### src/rtl/lut_pkg.sv
// Shared types and sizes for the runtime-reconfigurable 6-input LUT.
package lut_pkg;

    localparam int LUT_W = 64;
    localparam int SEL_W = 6;
    localparam int CNT_W = 6;

    typedef enum logic [1:0] {
        IDLE   = 2'd0,
        SHIFT  = 2'd1,
        COMMIT = 2'd2
    } state_t;

    // O5 is the lower half of the table: force I5 low.
    function automatic logic [SEL_W-1:0] o5_addr(input logic [SEL_W-1:0] s);
        return {1'b0, s[SEL_W-2:0]};
    endfunction

endpackage

### src/rtl/lut6_rd.sv
// Active LUT table with registered O5/O6 lookup; loads the whole table
// from the shadow copy in a single cycle on commit.
module lut6_rd
    import lut_pkg::*;
#(
    parameter logic [LUT_W-1:0] INIT_RESET = 64'h0000_0000_0000_0000
) (
    input  logic             clk,
    input  logic             rst_n,
    input  logic             commit_i,
    input  logic [LUT_W-1:0] shadow_i,
    input  logic [SEL_W-1:0] sel_i,
    output logic             o5_o,
    output logic             o6_o
);

    logic [LUT_W-1:0] active_q;
    logic             o5_q;
    logic             o6_q;

    // The lookup always reads the pre-commit table, so a sel in the commit
    // cycle still returns the old value.
    always_ff @(posedge clk or negedge rst_n) begin
        if (!rst_n) begin
            active_q <= INIT_RESET;
            o5_q     <= INIT_RESET[0];
            o6_q     <= INIT_RESET[0];
        end else begin
            if (commit_i) begin
                active_q <= shadow_i;
            end
            o6_q <= active_q[sel_i];
            o5_q <= active_q[o5_addr(sel_i)];
        end
    end

    assign o5_o = o5_q;
    assign o6_o = o6_q;

endmodule

### src/rtl/lut6_cfg_writer.sv
// Serial INIT writer for one 6-input LUT: accepts a 64-bit word, shifts it
// MSB first into a shadow table, then commits it atomically to lut6_rd.
module lut6_cfg_writer
    import lut_pkg::*;
#(
    parameter logic [LUT_W-1:0] INIT_RESET = 64'h0000_0000_0000_0000
) (
    input  logic             clk,
    input  logic             rst_n,
    input  logic             cfg_valid,
    output logic             cfg_ready,
    input  logic [LUT_W-1:0] cfg_data,
    input  logic [SEL_W-1:0] sel,
    output logic             o5,
    output logic             o6,
    output logic             busy,
    output logic             done
);

    state_t           state_q;
    logic [CNT_W-1:0] cnt_q;
    logic [LUT_W-1:0] word_q;
    logic [LUT_W-1:0] shadow_q;
    logic [LUT_W-1:0] shadow_d;
    logic [CNT_W-1:0] bit_sel;
    logic             cfg_ready_q;
    logic             busy_q;
    logic             done_q;
    logic             commit;

    // 63 - cnt for a 6-bit counter is its bitwise complement.
    assign bit_sel  = ~cnt_q;
    assign shadow_d = {shadow_q[LUT_W-2:0], word_q[bit_sel]};
    assign commit   = (state_q == COMMIT);

    always_ff @(posedge clk or negedge rst_n) begin
        if (!rst_n) begin
            state_q     <= IDLE;
            cnt_q       <= '0;
            word_q      <= '0;
            shadow_q    <= '0;
            cfg_ready_q <= 1'b1;
            busy_q      <= 1'b0;
            done_q      <= 1'b0;
        end else begin
            case (state_q)
                IDLE: begin
                    if (cfg_valid && cfg_ready_q) begin
                        word_q      <= cfg_data;
                        cnt_q       <= '0;
                        state_q     <= SHIFT;
                        cfg_ready_q <= 1'b0;
                        busy_q      <= 1'b1;
                    end
                end
                SHIFT: begin
                    shadow_q <= shadow_d;
                    cnt_q    <= cnt_q + 6'd1;
                    if (cnt_q == '1) begin
                        state_q <= COMMIT;
                        done_q  <= 1'b1;
                    end
                end
                COMMIT: begin
                    state_q     <= IDLE;
                    done_q      <= 1'b0;
                    busy_q      <= 1'b0;
                    cfg_ready_q <= 1'b1;
                end
                default: begin
                    state_q     <= IDLE;
                    done_q      <= 1'b0;
                    busy_q      <= 1'b0;
                    cfg_ready_q <= 1'b1;
                end
            endcase
        end
    end

    lut6_rd #(
        .INIT_RESET(INIT_RESET)
    ) u_rd (
        .clk      (clk),
        .rst_n    (rst_n),
        .commit_i (commit),
        .shadow_i (shadow_q),
        .sel_i    (sel),
        .o5_o     (o5),
        .o6_o     (o6)
    );

    assign cfg_ready = cfg_ready_q;
    assign busy      = busy_q;
    assign done      = done_q;

endmodule

### config.mk
export PLATFORM = sky130hd
export DESIGN_NAME = lut6_cfg_writer
export DESIGN_NICKNAME = d
export VERILOG_FILES = /design/src/rtl/lut_pkg.sv /design/src/rtl/lut6_rd.sv /design/src/rtl/lut6_cfg_writer.sv
export SDC_FILE = /design/constraint.sdc
export NUM_CORES = 1
export LEC_CHECK = 0
export CORE_UTILIZATION = 55
export DETAILED_ROUTE_END_ITERATION = 12
export PLACE_DENSITY = 0.79
export SYNTH_ARGS = -nofsm -noshare
export SYNTH_HDL_FRONTEND = slang
export SYNTH_SLANG_ARGS = --single-unit
### constraint.sdc
create_clock -name clk -period 4.4 [get_ports clk]
set_input_delay 0.88 -clock clk [delete_from_list [all_inputs] [get_ports clk]]
set_output_delay 0.88 -clock clk [all_outputs]
set_load 0.05 [all_outputs]
**Word-level counts from Yosys, hierarchy flattened**

Index checks and enable logic that the tools add are counted.
Widths: inputs -> output; s select.

- Flip-flop bits (word level): 205
- Bits in latches: 0
- Bits in writable memories: 0
- ROM bits: 0
- Input port bits: 73
- Output and inout port bits: 5
- Logic and storage cells: 47
- Memories: 0

- $add $sub $neg: 1
- Multipliers: 0
- Divide/modulo/power cells: 0
- Order comparisons: 3
- Equal/unequal tests: 5
- Shifts and indexed selects: 0
- Muxes and demuxes: 17
- Bitwise operators: 3
- Reduce and logical (&&, ||, !) cells: 8

Operators by type and width:

| operator | count |
|---|---|
| $lt 6x7->1 const B | 2 |
| $bmux 1 s6 | 2 |
| $pmux 6 s2 | 1 |
| $reduce_and 2->1 | 5 |
| $lt 5x7->1 const B | 1 |
| $add 6x1->6 const B | 1 |
| $eq 6x6->1 const B | 1 |
| $mux 1 | 6 |
| $mux 6 | 1 |
| $not 6->6 | 1 |
| $pmux 1 s2 | 3 |
| $bmux 1 s5 | 1 |
| $mux 2 | 2 |
| $ne 2x2->1 const B | 2 |
| $pmux 2 s2 | 1 |
| $eq 2x1->1 const B | 1 |
| $eq 2x2->1 const B | 1 |
| $logic_not 2->1 | 1 |
| $not 1->1 | 2 |
| $reduce_bool 2->1 | 1 |
| $logic_and 1x1->1 | 1 |

**Logic depth before layout (Yosys ltp)**

- Word-level depth: 3
- Mapped depth: 7
- Mapped depth without buffers: 5

**Modules after synthesis**

A second synthesis with hierarchy kept.

- Cells, all modules: 838
- Area, all modules: 8856.0 sq um

By module, submodules not included:

| module | instances | cells an instance | area an instance (sq um) | seq. area each (sq um) |
|---|---|---|---|---|
| lut6_cfg_writer | 1 | 632 | 5811.8 | 3479.6 |
| lut6_rd | 1 | 206 | 3044.2 | 1651.6 |

**Worst setup path before layout**

No wires, ideal clock.

- Path type: input to register
- Start point: in sel[0]
- End point: reg u_rd.o6_q (netlist: u_rd.o6_o)
- Setup time: 0.119 ns
- Arrival: 2.181 ns
- Data required time: 4.281 ns
- Path slack: 2.100 ns
- Stages on the path: 7
- Buffers on the path: 2
- Cell sequence: buf_6 -> buf_12 -> mux4_2 -> mux2i_1 -> nand3b_1 -> and4_4 -> o21a_1

- Cells in the longest elaborated chain, start to end: 2

RTL lines:

| element | line | text |
|---|---|---|
| start: declaration | lut6_cfg_writer.sv:13 | `input logic [SEL_W-1:0] sel,` |
| $bmux 1 s6 | lut6_rd.sv:32 | `o6_q <= active_q[sel_i];` |
| $mux 1 (implied by the code) | lut6_rd.sv:32 |  |
| end signal: assignment | lut6_rd.sv:27 | `o6_q <= INIT_RESET[0];` |
| end signal: assignment | lut6_rd.sv:32 |  |
| end: declaration | lut6_rd.sv:19 | `logic o6_q;` |

Every way passes these cells. The select of a mux whose other input is x is not followed.
A chain may end at the register's enable or synchronous reset.

**Final worst setup path**

Ends and elaborated chain as after synthesis.

==> metrics.md <==
| Metric | Value |
|---|---|
| Die X | 128.0 microns |
| Ys Warns | 0 |
| Clock power frac | about a third |
| Vias per Instance | 5.530 |
| Routability Congestion | 0.7879 |
| H-tree depth | 1 |
| Clock Skews | 8.301 ps |
| CTS tree | done |
| Routed len/inst | 17.08 microns |
| Sw power | 1359 uW |
| Class of the worst hold path | flop to flop |
| # IOs | slightly below 80 |
| Detailed-router iteration count before antenna repair | 5 |
| Seq/Total Area, Yosys | 58.75% |
| I/O Buffers | 77 |
| Vias | 5,298 |
| CTS Buffer Depth | 3 |
| Max stage delay cell, worst path | clkdlybuf4s50_1 |
| Worst relative slew slack | 38.46% |
| Power Total | 5077 uW |
| Run status | finished clean |
| CP max stage delay | about 880 ps |
| Switch share | a little over a quarter |
| Post-CTS sizing | 0 |
| Fillers | roughly 1,100 |
| Fin Setup TNS | 0 ps |
| Share of cells above drive strength 1 | between 20% and 30% |
| Core ar. | ~15,000 sq um |
| Worst-Margin Slew | a little over 900 ps |
| Clk Latency, worst-skew pair | 500 ps |
| Detailed-route DRC error count | 0 |
| Starting DRC count in detailed routing | 396 |
| Fin crit share | 63.05% |
| Internal Power | approximately 3700 uW |
| CP Class | primary input to flop |
| Vias in the first global route | about 5,600 |
| Mapped Avg Cell Area | 13.12 sq um |
| Synth Instances | 666 |
| Critical-path cell list | clkdlybuf4s50_1 > buf_4 > mux4_2 > mux2i_1 > mux4_2 > nand2_1 > o21a_1 |
| Number of synthesized register bits | ~210 |
| VDD IR-drop max | around 0.35 mV |
| Critical Path Start Type | primary input |
| Syn Std Cell Area | roughly 8700 sq um |
| Most frequent cells in the layout | dfrtp_1 (204), nand2_1 (201), mux2_2 (128) |
| Initial antenna violation count | 0 |
| Post-DP Area | 9671 sq um |
| Fin util | 67.47% |
| Routed wire length | 16,360 microns |
| P per Cell Area | about 500 nW/um^2 |
| Detailed Place HPWL | 10,540 microns |
| Net count, final | approximately 800 |
| Pleak | 0.005003 uW |
| DIE AREA | 16,390 sq um |
| Starting Density | 56.83% |
| Final Hold Fails | 0 |
| CTS Hold Bufs | 0 |
| Multi-input gate area | 3417 sq um |
| Comb pwr share | 16.8% |
| Max Cap Viol | 0 |
| Min Tclk post-route | 2774 ps |
| Crit Path Max Fanout | 9 |
| Synth-to-Final Area Change | 18.74% |
| All-layer global routing usage | between 20% and 30% |
| Root buffer cell | clkbuf_16 |
| Most common cell on crit path | mux4_2 |
| Worst setup EP type | flop |
| Fmax | 360.5 MHz |
| Worst hold path cell count | 2 |
| CTS Buf Count | 21 |
| Worst Hold Margin | 486.0 ps |
| Pin count of the biggest net entering global routing | between 100 and 150 |
| Storage cell area | 5131 sq um |
| Antenna viol nets, final | 0 |
| Setup bufs post-CTS | 0 |
| Critical path arrival | 3160 ps |
| Worst r2r path cells | 4 |
| First-pass GRT wire length | 28,280 microns |
| Unique masters post-synth | 29 |
| Seq pwr share | 48.0% |
| Final setup viols | 0 |
| Worst path required time | approximately 4800 ps |
| Die extent in y | 128.0 microns |
| RSZ-0062 raised after global routing | false |
| Diode count | 0 |
| Commonest non-fill, non-tap cell in the layout | dfrtp_1 |
| Design area | about 10,000 sq um |
| Row cnt | between 40 and 50 |
| Clock sink count | 205 |
| Total congestion overflow | 0 |
| Clock slew at reported path FFs | 60 ps |
| Max-slew violations | 0 |
| Syn nets | 740 |
-- worst max-delay path, delay by kind of cell --
family                 cells  cell delay [ps]
buffers and inverters      2             1200
multiplexers               3              930
AO/OA/AOI/OAI              1               90
AND/OR/NAND/NOR            1               50
-- Yosys cell counts --
cell type | count | area (sq um)
ha_1 | 1 | 12.51
nor2_1 | 9 | 33.78
nor4b_2 | 1 | 15.01
mux4_2 | 27 | 608.1
o21ai_0 | 10 | 50.05
a32oi_1 | 1 | 8.760
nor2b_1 | 1 | 6.260
nand3_1 | 4 | 20.02
nand3b_1 | 3 | 22.52
a21o_1 | 3 | 22.52
buf_1 | 1 | 3.750
clkbuf_1 | 20 | 75.07
dfrtp_1 | 204 | 5105
o21a_1 | 1 | 7.510
mux2i_1 | 13 | 130.1
dfstp_2 | 1 | 26.28
clkbuf_2 | 1 | 5.000
buf_6 | 2 | 22.52
inv_1 | 3 | 11.26
a31oi_1 | 1 | 6.260
o211ai_1 | 1 | 7.510
and3_1 | 2 | 12.51
mux2_2 | 128 | 1441
mux4_1 | 8 | 210.2
buf_12 | 1 | 20.02
buf_2 | 15 | 75.07
nand2_1 | 202 | 758.2
nand4_1 | 1 | 6.260
and4_4 | 1 | 11.26
-- layer usage --
metal | routed length (microns) | track usage (%) | vias up
li1 | - | - | 2423
met2 | 7932 | 35.65 | 134
met1 | 7321 | 30.46 | 2708
met4 | 369 | 5.190 | 0
met5 | 0 | 0 | -
met3 | 738 | 4.257 | 33
-- worst paths after layout --
check | from | to | slack (ps)
min | shadow_q[57]$_DFFE_PN0P_ | shadow_q[58]$_DFFE_PN0P_ | 490
min reg2reg | shadow_q[57]$_DFFE_PN0P_ | shadow_q[58]$_DFFE_PN0P_ | 490
max reg2reg | state_q[1]$_DFFE_PN0P_ | u_rd.active_q[32]$_DFFE_PN0N_ | 2000
min in group asynchronous | rst_n | shadow_q[22]$_DFFE_PN0P_ | 530
max in group asynchronous | rst_n | u_rd.active_q[7]$_DFFE_PN0N_ | 2930
max | sel[0] | u_rd.o6_o$_DFF_PN0_ | 1630
-- metrics by stage --
| step | instances | setup slack [ps] |
|---|---|---|
| global placement | 922 | 1134 |
| CTS | 958 | 1586 |
| detailed placement | 922 | 1079 |
| floorplan | 666 | 2100 |
| finish | 958 | 1626 |
| global route | 958 | 1419 |
-- state kept, by name, indices dropped and copies added (netlist names) --
| name | cells |
|---|---|
| done | 1 |
| cnt_q | 6 |
| cfg_ready | 1 |
| u_rd.o6_o | 1 |
| u_rd.o5_o | 1 |
| busy | 1 |
| u_rd.active_q | 64 |
| word_q | 64 |
| shadow_q | 64 |
| state_q | 2 |
-- cell families after synthesis --
family / share of synthesized area (%)
mux: 27.36
compound gates: 1.175
fa+ha+maj: 0.1432
simple gates: 10.14
flops: 58.75
buf+inv: 2.435
-- power groups by stage --
stage / clock network [uW] / logic [uW] / registers (uW)
2_1_floorplan: 0 / 651 / 2360
3_5_place_dp: 0 / 867 / 2460
3_3_place_gp: 0 / 832 / 2440
5_1_grt: 1900 / 950 / 2480
4_1_cts: 1820 / 869 / 2440
6_report: 1790 / 854 / 2440
-- cell type report --
| class | count | area share (%) |
|---|---|---|
| Sequential cell | 205 | 49.48 |
| Multi-Input combinational cell | 418 | 32.95 |
| Timing Repair Buffer | 85 | 8.167 |
| Clock buffer | 28 | 5.803 |
| Tap cell | 211 | 2.546 |
| Clock inverter | 8 | 0.9531 |
| Inverter | 3 | 0.1086 |
Power figures use the tool's default switching activity.
